--- config.mk ---
export PLATFORM = sky130hd
export DESIGN_NAME = fifo_uart_tx
export DESIGN_NICKNAME = d
export VERILOG_FILES = /design/src/rtl/fifo_uart_tx.sv
export SDC_FILE = /design/constraint.sdc
export NUM_CORES = 1
export LEC_CHECK = 0
export CORE_AREA = 2 2 52 59
export CTS_CLUSTER_DIAMETER = 100
export CTS_CLUSTER_SIZE = 12
export DETAILED_ROUTE_END_ITERATION = 10
export DIE_AREA = 0 0 54 61
export DONT_BUFFER_PORTS = 1
export GPL_TIMING_DRIVEN = 1
export PLACE_DENSITY = 0.6
export SLEW_MARGIN = 15
export SYNTH_ARGS = -nofsm -noshare
export SYNTH_HDL_FRONTEND = slang
export SYNTH_SLANG_ARGS = --single-unit
--- constraint.sdc ---
create_clock -name clk -period 2.6 [get_ports clk]
set_clock_uncertainty 0.05 [all_clocks]
set_input_delay 0.26 -clock clk [delete_from_list [all_inputs] [get_ports clk]]
set_output_delay 0.26 -clock clk [all_outputs]
set_load 0.1 [all_outputs]
--- src/rtl/fifo_uart_tx.sv ---
// fifo_uart_tx: pops bytes from a synchronous FIFO and sends them as UART 8N1
// frames (optionally with an even-parity bit) on a registered tx line.
module fifo_uart_tx #(
    parameter int WIDTH        = 8,
    parameter int CLKS_PER_BIT = 868,
    parameter int PARITY_EN    = 0
) (
    input  logic             clk,
    input  logic             rst,
    input  logic             fifo_empty,
    input  logic [WIDTH-1:0] fifo_data,
    output logic             fifo_ren,
    output logic             tx,
    output logic             busy,
    output logic             tx_done
);

    localparam int BAUD_W = $clog2(CLKS_PER_BIT);
    localparam int BIT_W  = (WIDTH > 1) ? $clog2(WIDTH) : 1;
    localparam logic [BAUD_W-1:0] BAUD_LAST = BAUD_W'(CLKS_PER_BIT - 1);
    localparam logic [BIT_W-1:0]  BIT_LAST  = BIT_W'(WIDTH - 1);

    typedef enum logic [2:0] {
        S_IDLE,
        S_FETCH,
        S_START,
        S_DATA,
        S_PARITY,
        S_STOP
    } state_t;

    state_t             r_state;
    state_t             w_next;
    logic [BAUD_W-1:0]  r_baud_cnt;
    logic [BIT_W-1:0]   r_bit_cnt;
    logic [WIDTH-1:0]   r_shift;
    logic               r_parity;
    logic               r_tx;
    logic               r_tx_done;
    logic               w_tx_next;
    logic               w_baud_last;
    logic               w_baud_clr;

    assign w_baud_last = (r_baud_cnt == BAUD_LAST);

    // Pop only from IDLE with data available; reset blocks the pop so the
    // FIFO count never sees a read that this block will not consume.
    assign fifo_ren = (r_state == S_IDLE) && !fifo_empty && !rst;
    assign busy     = (r_state != S_IDLE);
    assign tx       = r_tx;
    assign tx_done  = r_tx_done;

    // The baud counter restarts on every state change and at every bit edge,
    // and stays parked at zero while no bit is on the line.
    assign w_baud_clr = (w_next != r_state) || w_baud_last ||
                        (r_state == S_IDLE) || (r_state == S_FETCH);

    // Next-state and line-level decode
    always_comb begin
        w_next    = r_state;
        w_tx_next = 1'b1;
        case (r_state)
            S_IDLE: begin
                if (fifo_ren) w_next = S_FETCH;
            end
            S_FETCH: begin
                w_next = S_START;
            end
            S_START: begin
                w_tx_next = 1'b0;
                if (w_baud_last) w_next = S_DATA;
            end
            S_DATA: begin
                w_tx_next = r_shift[0];
                if (w_baud_last && (r_bit_cnt == BIT_LAST))
                    w_next = (PARITY_EN != 0) ? S_PARITY : S_STOP;
            end
            S_PARITY: begin
                w_tx_next = r_parity;
                if (w_baud_last) w_next = S_STOP;
            end
            S_STOP: begin
                if (w_baud_last) w_next = S_IDLE;
            end
            default: begin
                w_next = S_IDLE;
            end
        endcase
    end

    // State, counters, data shift register and registered line outputs
    always_ff @(posedge clk) begin
        if (rst) begin
            r_state    <= S_IDLE;
            r_tx       <= 1'b1;
            r_tx_done  <= 1'b0;
            r_bit_cnt  <= '0;
            r_baud_cnt <= '0;
            r_shift    <= '0;
            r_parity   <= 1'b0;
        end else begin
            r_state   <= w_next;
            r_tx      <= w_tx_next;
            r_tx_done <= (r_state == S_STOP) && w_baud_last;

            if (w_baud_clr) r_baud_cnt <= '0;
            else            r_baud_cnt <= r_baud_cnt + 1'b1;

            if (r_state == S_FETCH) begin
                r_shift  <= fifo_data;
                r_parity <= ^fifo_data;
            end

            if ((r_state == S_START) && w_baud_last)
                r_bit_cnt <= '0;

            if ((r_state == S_DATA) && w_baud_last) begin
                r_shift   <= r_shift >> 1;
                r_bit_cnt <= r_bit_cnt + 1'b1;
            end
        end
    end

endmodule
==> results.yml <==
die:
  coreArea_sq_um: 2700
  dieHeight_um: 61
  die_w_um: 54
  rows: 20
  ios: 15
  die-area_sq_um: 3290
  initial_core_util_pct: 48.5
place:
  place_congestion: 0.745
  dp_cells: 174
  place_ws_ns: 0.903
  place_area_sq_um: 1340
  port_buffers: 0
  dp_hpwl_um: 1690
critical_path:
  required_ns: 2.29
  cp_cell_sequence: "or3_2 > nor3_4 > buf_4"
  critical-path-max-stage-delay_ns: 0.56
  critPathLaunchType: "flop"
  cp_slowest_cell: "or3_2"
  crit_type: "flop to primary output"
  end_kind: "primary output"
  cp_max_fo: 14
  arrival_ns: 1.74
sta:
  maxSlewViolCount: 0
  max_freq_mhz: 487
  rsz0062_at_grt: "no"
  slew_headroom_pct: 38.2
  finalHoldViolations: 0
  setup-tns-final_ns: 0
  holdWs_ns: 0.0624
  fin_crit_sh_pct: 78.9
  min_period_ns: 2.05
  final-setup-viol-count: 0
  fin_ws_ns: 0.548
  tightest_slew_ns: 0.926
layout:
  area_growth_pct: 5.16
  fin_util_pct: 51.0
  final_cell_area_sq_um: 1380
  final_cells: 179
  final_nets: 161
  fillCellCount: 268
  diodes: 0
  drive_above_1_share_pct: 11.0
route:
  finalWirelength_um: 2330
  vias: 1035
  ant_nets: 0
  avgRoutedWirePerCell_um: 13.0
  drt-initial-drc-count: 18
  first_pass_iters: 4
  viasPerCell: 5.78
  drc: 0
hold_path:
  hp-class: "input port to flop"
run:
  max-cap-violations: 0
clock_network:
  cts.clk_slew.worst_paths_ns: 0.14
  postCtsResizedCells: 0
  post-cts-setup-buffer-count: 0
  cts_tree: "yes"
  numCtsBuffers: 3
  clockBufferDepth: 2
  cts_sinks: 27
  root_buffer: "clkbuf_4"
  htree_levels: 1
  clk_latency_ns: 0.32
yosys:
  synth_cells: 145
  ys_warn_count: 0
  seq_area_frac_synth_pct: 41.3
  synth_top_area_share_pct: 41.3
  synth_seq_cells: 27
  yosys.cell_types.count: 37
  synth.avg_cell_area_sq_um: 9.03
  synth.cell_area_sq_um: 1310
  yosysTopAreaCell: "dfxtp_1"
  syn_nets: 159
  synth_area_leaders: "dfxtp_1 (41%), xnor2_1 (8.0%), nand3_1 (5.0%), a21oi_1 (4.6%), nor2_1 (4.3%)"
power:
  vdd_drop_max_uv: 313
  power.density_nw_per_um2: 526
  power.total_mw: 0.724
  cellLeakagePower_nw: 0.441
grt:
  grt_overflow_total: 0
  grt_pass1_vias: 918
  antenna_found_initial: 0
  grt_max_degree: 18
  grt_use_total_pct: 16.2
  grt_pass1_wl_um: 3980
run_status:
  status: "finished, final reports clean"
## worst max-delay path: cells and delay by family, from the launching register on
family	cells	cell delay, ns
simple gates	2	0.68
flops	1	0.45
buf+inv	1	0.30
## area by class of cell
| cell class | count | area (sq um) | area share (%) |
|---|---|---|---|
| clock buffers | 3 | 22.5 | 1.63 |
| multi-input cells | 110 | 733 | 53.2 |
| repair buffers | 3 | 25.0 | 1.82 |
| inverters | 2 | 7.51 | 0.545 |
| flip-flops and latches | 27 | 541 | 39.2 |
| clock inverters | 1 | 7.51 | 0.545 |
| well taps | 33 | 41.3 | 3.00 |
## Yosys cell counts
cell      number
nor3_1         5
buf_2          2
or3_4          1
nor2_1        15
o22ai_1        1
buf_6          2
a31oi_1        3
a21o_2         1
o21ai_0        4
nand3_1       13
ha_1           3
and3b_2        1
nor3_2         1
a211oi_1       1
dfxtp_1       27
and2_1         2
nor4_1         1
or3_2          1
nand3b_1       1
o21a_1         1
mux2i_1        1
nand4b_1       1
a21oi_1       12
xnor2_1       12
and3_2         1
and4_4         1
and4b_1        1
nand2b_1       3
inv_1          2
a22oi_1        7
nor3_4         1
nor4_4         1
clkbuf_1       2
nand4_1        4
and4_1         1
nand2_1        6
xor2_1         3
## flip-flops by register name (all words and copies together), names as in the netlist
register / flops
r_parity: 1
r_shift: 8
r_baud_cnt: 10
tx_done: 1
tx: 1
r_state: 3
r_bit_cnt: 3
## routing by layer
| metal | track usage (%) | part of all wire [%] |
|---|---|---|
| met2 | 28.6 | 49 |
| met1 | 20.0 | 47 |
| met3 | 2.46 | 3.5 |
| met5 | 0 | 0 |
| met4 | 5.36 | 0.56 |
## kinds of logic (layout without fill, tap and decap cells)
family / count (synthesis) / count (layout) / share of synthesized area [%]
adder cells (fa/ha/maj): 3 / 3 / 2.87
buffers and inverters: 8 / 9 / 3.63
AO/OA/AOI/OAI: 30 / 30 / 13.9
multiplexers: 1 / 1 / 0.764
AND/OR/NAND/NOR: 61 / 61 / 27.6
flip-flops: 27 / 27 / 41.3
XOR/XNOR: 15 / 15 / 10.0
## path summary, 6_finish.rpt
kind,from,end,slack [ns],depth (start not counted)
worst min-delay path,fifo_empty,r_state[0]$_SDFF_PP0_,0.06,3
worst max register to register,r_baud_cnt[0]$_SDFF_PP0_,r_shift[6]$_SDFFE_PP0P_,0.92,5
worst max-delay path,r_state[0]$_SDFF_PP0_,fifo_ren,0.55,3
worst min register to register,r_shift[1]$_SDFFE_PP0P_,r_shift[1]$_SDFFE_PP0P_,0.43,2
## layout by cell type (no fill, tap or decap)
master,count
clkinvlp_4,1
dfxtp_1,27
a21oi_1,12
a21o_2,1
nor4_1,1
o21ai_0,4
or3_2,1
buf_4,2
clkbuf_4,3
and2_1,2
a31oi_1,3
and3_2,1
mux2i_1,1
nand4b_1,1
nor3_4,2
nor2_1,15
xor2_1,3
o21a_1,1
and4_1,1
nand2_1,6
inv_1,2
nor3_2,1
nand3_1,13
and4b_1,1
xnor2_1,12
nand2b_1,3
o22ai_1,1
and4_4,1
and3b_2,1
nor4_4,1
dlygate4sd3_1,1
nand3b_1,1
a211oi_1,1
nor3_1,4
a22oi_1,7
ha_1,3
nand4_1,4
or3_4,1
## power by group
group          total, mW  switching [mW]  leakage [nW]  internal (mW)
clock              0.182           0.123        0.0139         0.0587
sequential         0.448          0.0208         0.219          0.427
combinational     0.0944          0.0604         0.208         0.0340
total              0.724           0.205         0.441          0.520
## what timing repair did
item / 4_1_cts / 5_1_grt
endpoints found under the setup margin: 0 / 0
endpoints found under the hold margin: 17 / 0
hold buffers: 1 / 0
No activity file was read; power rests on OpenSTA's default activity.
==> RTL change 1: new RTL, config.mk and constraints unchanged <==
`CLKS_PER_BIT`: 868 -> 1736.
--- a/src/rtl/fifo_uart_tx.sv
+++ b/src/rtl/fifo_uart_tx.sv
@@ -2,7 +2,7 @@
 // frames (optionally with an even-parity bit) on a registered tx line.
 module fifo_uart_tx #(
     parameter int WIDTH        = 8,
-    parameter int CLKS_PER_BIT = 868,
+    parameter int CLKS_PER_BIT = 1736,
     parameter int PARITY_EN    = 0
 ) (
     input  logic             clk,
Formal check against the unedited RTL: same outputs for any inputs over 10 cycles, from zero or initial values and one cycle with rst high; that may be too few to reach the edited logic, so the function may still have changed.
==> RTL change 1 against the original RTL <==
- worst setup slack better by 0.060 ns
- sequential cell count up 1
- design area up 2.0%
- hold slack about the same
- core utilization up 1.0 points
- power up 1.4%
- synthesized area up 1.8%
- routed wire length up 5.0%
- synthesized cell count up 2.8%
- first-iteration DRC count up 72%
- die area unchanged
- critical path depth unchanged
- sequential share of layout area up 0.66 points
==> RTL change 1: results (changes against the original RTL) <==
outcome: "completed"
synth_commonest_cells: "28 x dfxtp_1, 18 x nand2_1, 16 x nor2_1"
max_stage_delay_ns: 0.48  # -0.08 ns
clockRootBuffer: "clkbuf_4"
finalCritPeriodShare_pct: 76.6  # -2.3 points
final_cell_count_no_fill: 181  # +1.1%
grt_pass1_wl_um: 4200  # +5.4%
num_antenna_cells: 0  # unchanged
grt_use_total_pct: 17.3  # +1.1 points
rrSetupSlack_ns: 0.61  # -0.31 ns
numPortBuffers: 0  # unchanged
switchingPower_w: 0.000201  # -1.7%
htreeDepth: 1  # unchanged
drive_gt1_share_pct: 8.78  # -2.2 points
critical-path-slowest-cell: "or3_1"
vias: 1040  # +0.48%
yosys_warnings: 0  # unchanged
ys_top_cells_by_area: "dfxtp_1 42%, xnor2_1 9.2%, nand2_1 5.1%"
antenna_found_initial: 0  # unchanged
hold_ws_ns: 0.0625  # +0.000122 ns
seq_area_frac_synth_pct: 42.0  # +0.77 points
drt_wl_total_um: 2440  # +5.0%
ys_types: 37  # unchanged
grt_max_degree: 18  # unchanged
grt_pass1_vias: 964  # +5.0%
final.fill_count: 255  # -4.9%
insertion_delay_ns: 0.32  # about the same
leakagePower_nw: 0.449  # +1.7%
synth_fp_nets: 163  # +2.5%
drt-initial-drc-count: 31  # +13
place_hpwl_um: 1700  # +0.88%
crit_fanout: 14  # unchanged
dpl_cell_area_sq_um: 1370  # +2.6%
cts_buffers: 3  # unchanged
ir_worst_vdd_v: 0.000294  # -5.9%
crit_arrival_ns: 1.68  # -0.06 ns
synthCells: 149  # +2.8%
firstDrtPassIters: 4  # unchanged
maxSlewHeadroom_pct: 38.1  # -0.050 points
reg.largest.list: "r_baud_cnt x11, r_shift x8"
gp_congestion: 0.760  # +2.0%
==> RTL change 1: cell count changes after synthesis, sizes merged, moves of 3 or more <==
cell / before / now
a31oi: 3 / 0
nand2: 6 / 18
nand3: 13 / 3
o21ai: 4 / 1
==> RTL change 1: area by class of cell <==
| cell class | instances | share of cell area [%] |
|---|---|---|
| Clock buffer | 3 | 1.60 |
| Inverter | 1 | 0.267 |
| Multi-Input combinational cell | 112 | 53.0 |
| Sequential cell | 28 | 39.9 |
| Tap cell | 33 | 2.94 |
| Timing Repair Buffer | 4 | 2.32 |
==> RTL change 1: final timing paths <==
kind                 start             to  cells after the start
max             r_state[0]       fifo_ren                      3
max reg2reg  r_baud_cnt[0]  r_baud_cnt[5]                      5
min reg2reg     r_shift[1]     r_shift[1]                      2
min           fifo_data[1]     r_shift[1]                      2
==> RTL change 1: per-layer routing <==
metal,GRT usage [%],share of wire [%],wire length [um]
met2,27.2,47,1140
met4,8.57,1.8,45
met1,23.2,49,1190
met3,2.46,2.8,69
met5,0,0,0
==> RTL change 1: kinds of logic after synthesis <==
| logic type | Yosys count | synth area share, % |
|---|---|---|
| AOI/OAI and AO/OA | 26 | 12.9 |
| xor gates and xnor gates | 16 | 10.5 |
| adders and majority gates | 3 | 2.81 |
| buffers and inverters | 9 | 3.00 |
| DFF | 28 | 42.0 |
| muxes | 1 | 0.750 |
| and+or+nand+nor | 66 | 28.0 |
==> RTL change 1: through the flow <==
step / utilization [%] / power (W)
6_report: 52.0 / 0.000734
3_3_place_gp: 50.8 / 0.000563
2_1_floorplan: - / 0.000553
4_1_cts: 52.0 / 0.000745
5_1_grt: 52.0 / 0.000768
3_5_place_dp: 50.8 / 0.000564
==> RTL change 1: power groups by stage <==
| stage | Clock (W) | Combinational [W] | Sequential (W) |
|---|---|---|---|
| after floorplan | 0 | 0.0000850 | 0.000468 |
| after global placement | 0 | 0.0000901 | 0.000473 |
| after detailed placement | 0 | 0.0000911 | 0.000473 |
| after CTS | 0.000184 | 0.0000965 | 0.000464 |
| after global routing | 0.000196 | 0.000106 | 0.000467 |
| final | 0.000174 | 0.0000960 | 0.000464 |
==> RTL change 2: new RTL, config.mk and constraints unchanged <==
Made on the original files. Reset style: asynchronous (`rst`), changed in one clocked block.
--- a/src/rtl/fifo_uart_tx.sv
+++ b/src/rtl/fifo_uart_tx.sv
@@ -89,7 +89,7 @@
     end
 
     // State, counters, data shift register and registered line outputs
-    always_ff @(posedge clk) begin
+    always_ff @(posedge clk or posedge rst) begin
         if (rst) begin
             r_state    <= S_IDLE;
             r_tx       <= 1'b1;
Behaviour: differs if rst is asserted again (counterexample within 4 cycles, from zero or initial values and one cycle with rst high); with rst held inactive, the same outputs for 10 cycles.
==> RTL change 2 against the original RTL <==
- routed wire length up 0.82%
- design area up 4.6%
- critical endpoint is now r_baud_cnt[5]
- global-route usage up 0.82 points
- critical path type is now reg -> reg
- non-clock buffer count up 2
- maximum frequency up 3.9%
- worst setup slack better by 0.077 ns
- synthesized area up 2.1%
- sequential cell count unchanged
Power is not compared: it rests on default switching activity, and its combinational part moved more than twofold at a synthesized area within 25%.
==> RTL change 2: results (changes against the original RTL) <==
critical-path-slowest-cell: "nor3_1"
hp-start: "fifo_data[7]"
grt_pass1_wl_um: 4090  # +2.8%
grtUsageMet3_pct: 2.96  # +0.49 points
grt_pass1_vias: 929  # +1.2%
grt_use_total_pct: 17.0  # +0.82 points
grt_max_degree: 28  # +10
crit_fanout: 10  # -4
nets: 145  # -9.9%
maxSlewHeadroom_pct: 36.2  # -2.0 points
place_hpwl_um: 1730  # +2.7%
grtUsageMet2_pct: 26.7  # -1.9 points
seq_area_frac_synth_pct: 50.6  # +9.3 points
drive_gt1_share_pct: 9.23  # -1.7 points
drt-initial-drc-count: 25  # +7
hp-class: "in -> reg"
outcome: "completed"
synth_commonest_cells: "26 x dfrtp_1, 19 x nor2_1, 13 x xnor2_1"
rrSetupSlack_ns: 0.63  # -0.29 ns
ys_top_cells_by_area: "dfrtp_1 49%, xnor2_1 8.5%, a22o_1 5.9%"
vias: 916  # -11%
ys_types: 33  # -11%
cts.clk_slew.worst_paths_ns: 0.15
synth_async_sr_flop_share_pct: 100  # +100 points
swShare_pct: 34.2
gp_congestion: 0.784  # +5.3%
routedWlPerCell_um: 14.4  # +11%
cts_buffers: 3  # unchanged
max_stage_delay_ns: 0.50  # -0.06 ns
grtUsageMet1_pct: 23.7  # +3.6 points
synth_fp_nets: 139  # -13%
crit_start: "r_baud_cnt[0]"
[RTL change 2: changes by cell type after synthesis, sizes merged, moves of 3 or more]
cell	before	now
dfxtp	27	0
dfrtp	0	26
a21oi	12	2
a22o	0	9
a21o	1	9
nand3	13	5
a22oi	7	0
nor2	15	19
inv	2	5
nand2	6	3
nand4	4	1
nor3	7	4
[RTL change 2: kinds of logic after synthesis]
group | after synthesis | share of synthesized area (%)
AO/OA/AOI/OAI | 26 | 14.6
XOR/XNOR | 15 | 9.82
adder cells (fa/ha/maj) | 3 | 2.81
buffers and inverters | 9 | 3.46
flip-flops | 27 | 50.6
multiplexers | 1 | 0.748
AND/OR/NAND/NOR | 44 | 18.0
[RTL change 2: layer usage]
layer  wire (um)  up-vias
met2        1170       18
met3          96        2
met1        1070      449
li1            -      447
met5           0        -
met4          17        0
[RTL change 2: path summary, 6_finish.rpt]
check / end / cells past startpoint
max: r_baud_cnt[5] / 5
min: r_shift[7] / 2
max reg2reg: r_baud_cnt[5] / 5
min reg2reg: r_baud_cnt[0] / 1
max in group asynchronous: r_baud_cnt[5] / 2
min in group asynchronous: r_state[2] / 2
[RTL change 2: worst register-to-register path, stage by stage (launching register included)]
cell and delay [ns]:
dfrtp_1 0.41, ha_1 0.24, nand4b_1 0.26, nor3_1 0.50, a21o_1 0.32, nor2_1 0.09
[RTL change 2: layout make-up]
cell class                      count  area, sq um
Fill cell                         252         1260
Tap cell                           33         41.3
Sequential cell                    27          677
Clock buffer                        4         26.3
Multi-Input combinational cell     89          626
Inverter                            5         18.8
Timing Repair Buffer                5         52.6
[RTL change 2: power by group through the flow]
stage / Combinational [W] / Sequential, W / Clock, W
global placement: 0.000276 / 0.000681 / 0
global route: 0.000327 / 0.000698 / 0.000206
finish: 0.000284 / 0.000679 / 0.000179
CTS: 0.000286 / 0.000679 / 0.000186
floorplan: 0.000247 / 0.000659 / 0
detailed placement: 0.000284 / 0.000688 / 0
[RTL change 2: through the flow]
| step | instance area, sq um | hold WS (ns) | instances | setup WS [ns] |
|---|---|---|---|---|
| floorplan | 1350 | 0.262 | 125 | 0.0987 |
| finish | 1440 | 0.0583 | 163 | 0.625 |
| global placement | 1410 | 0.381 | 158 | 0.663 |
| global route | 1440 | 0.0439 | 163 | 0.421 |
| detailed placement | 1410 | 0.396 | 158 | 0.629 |
| CTS | 1430 | 0.0284 | 162 | 0.624 |
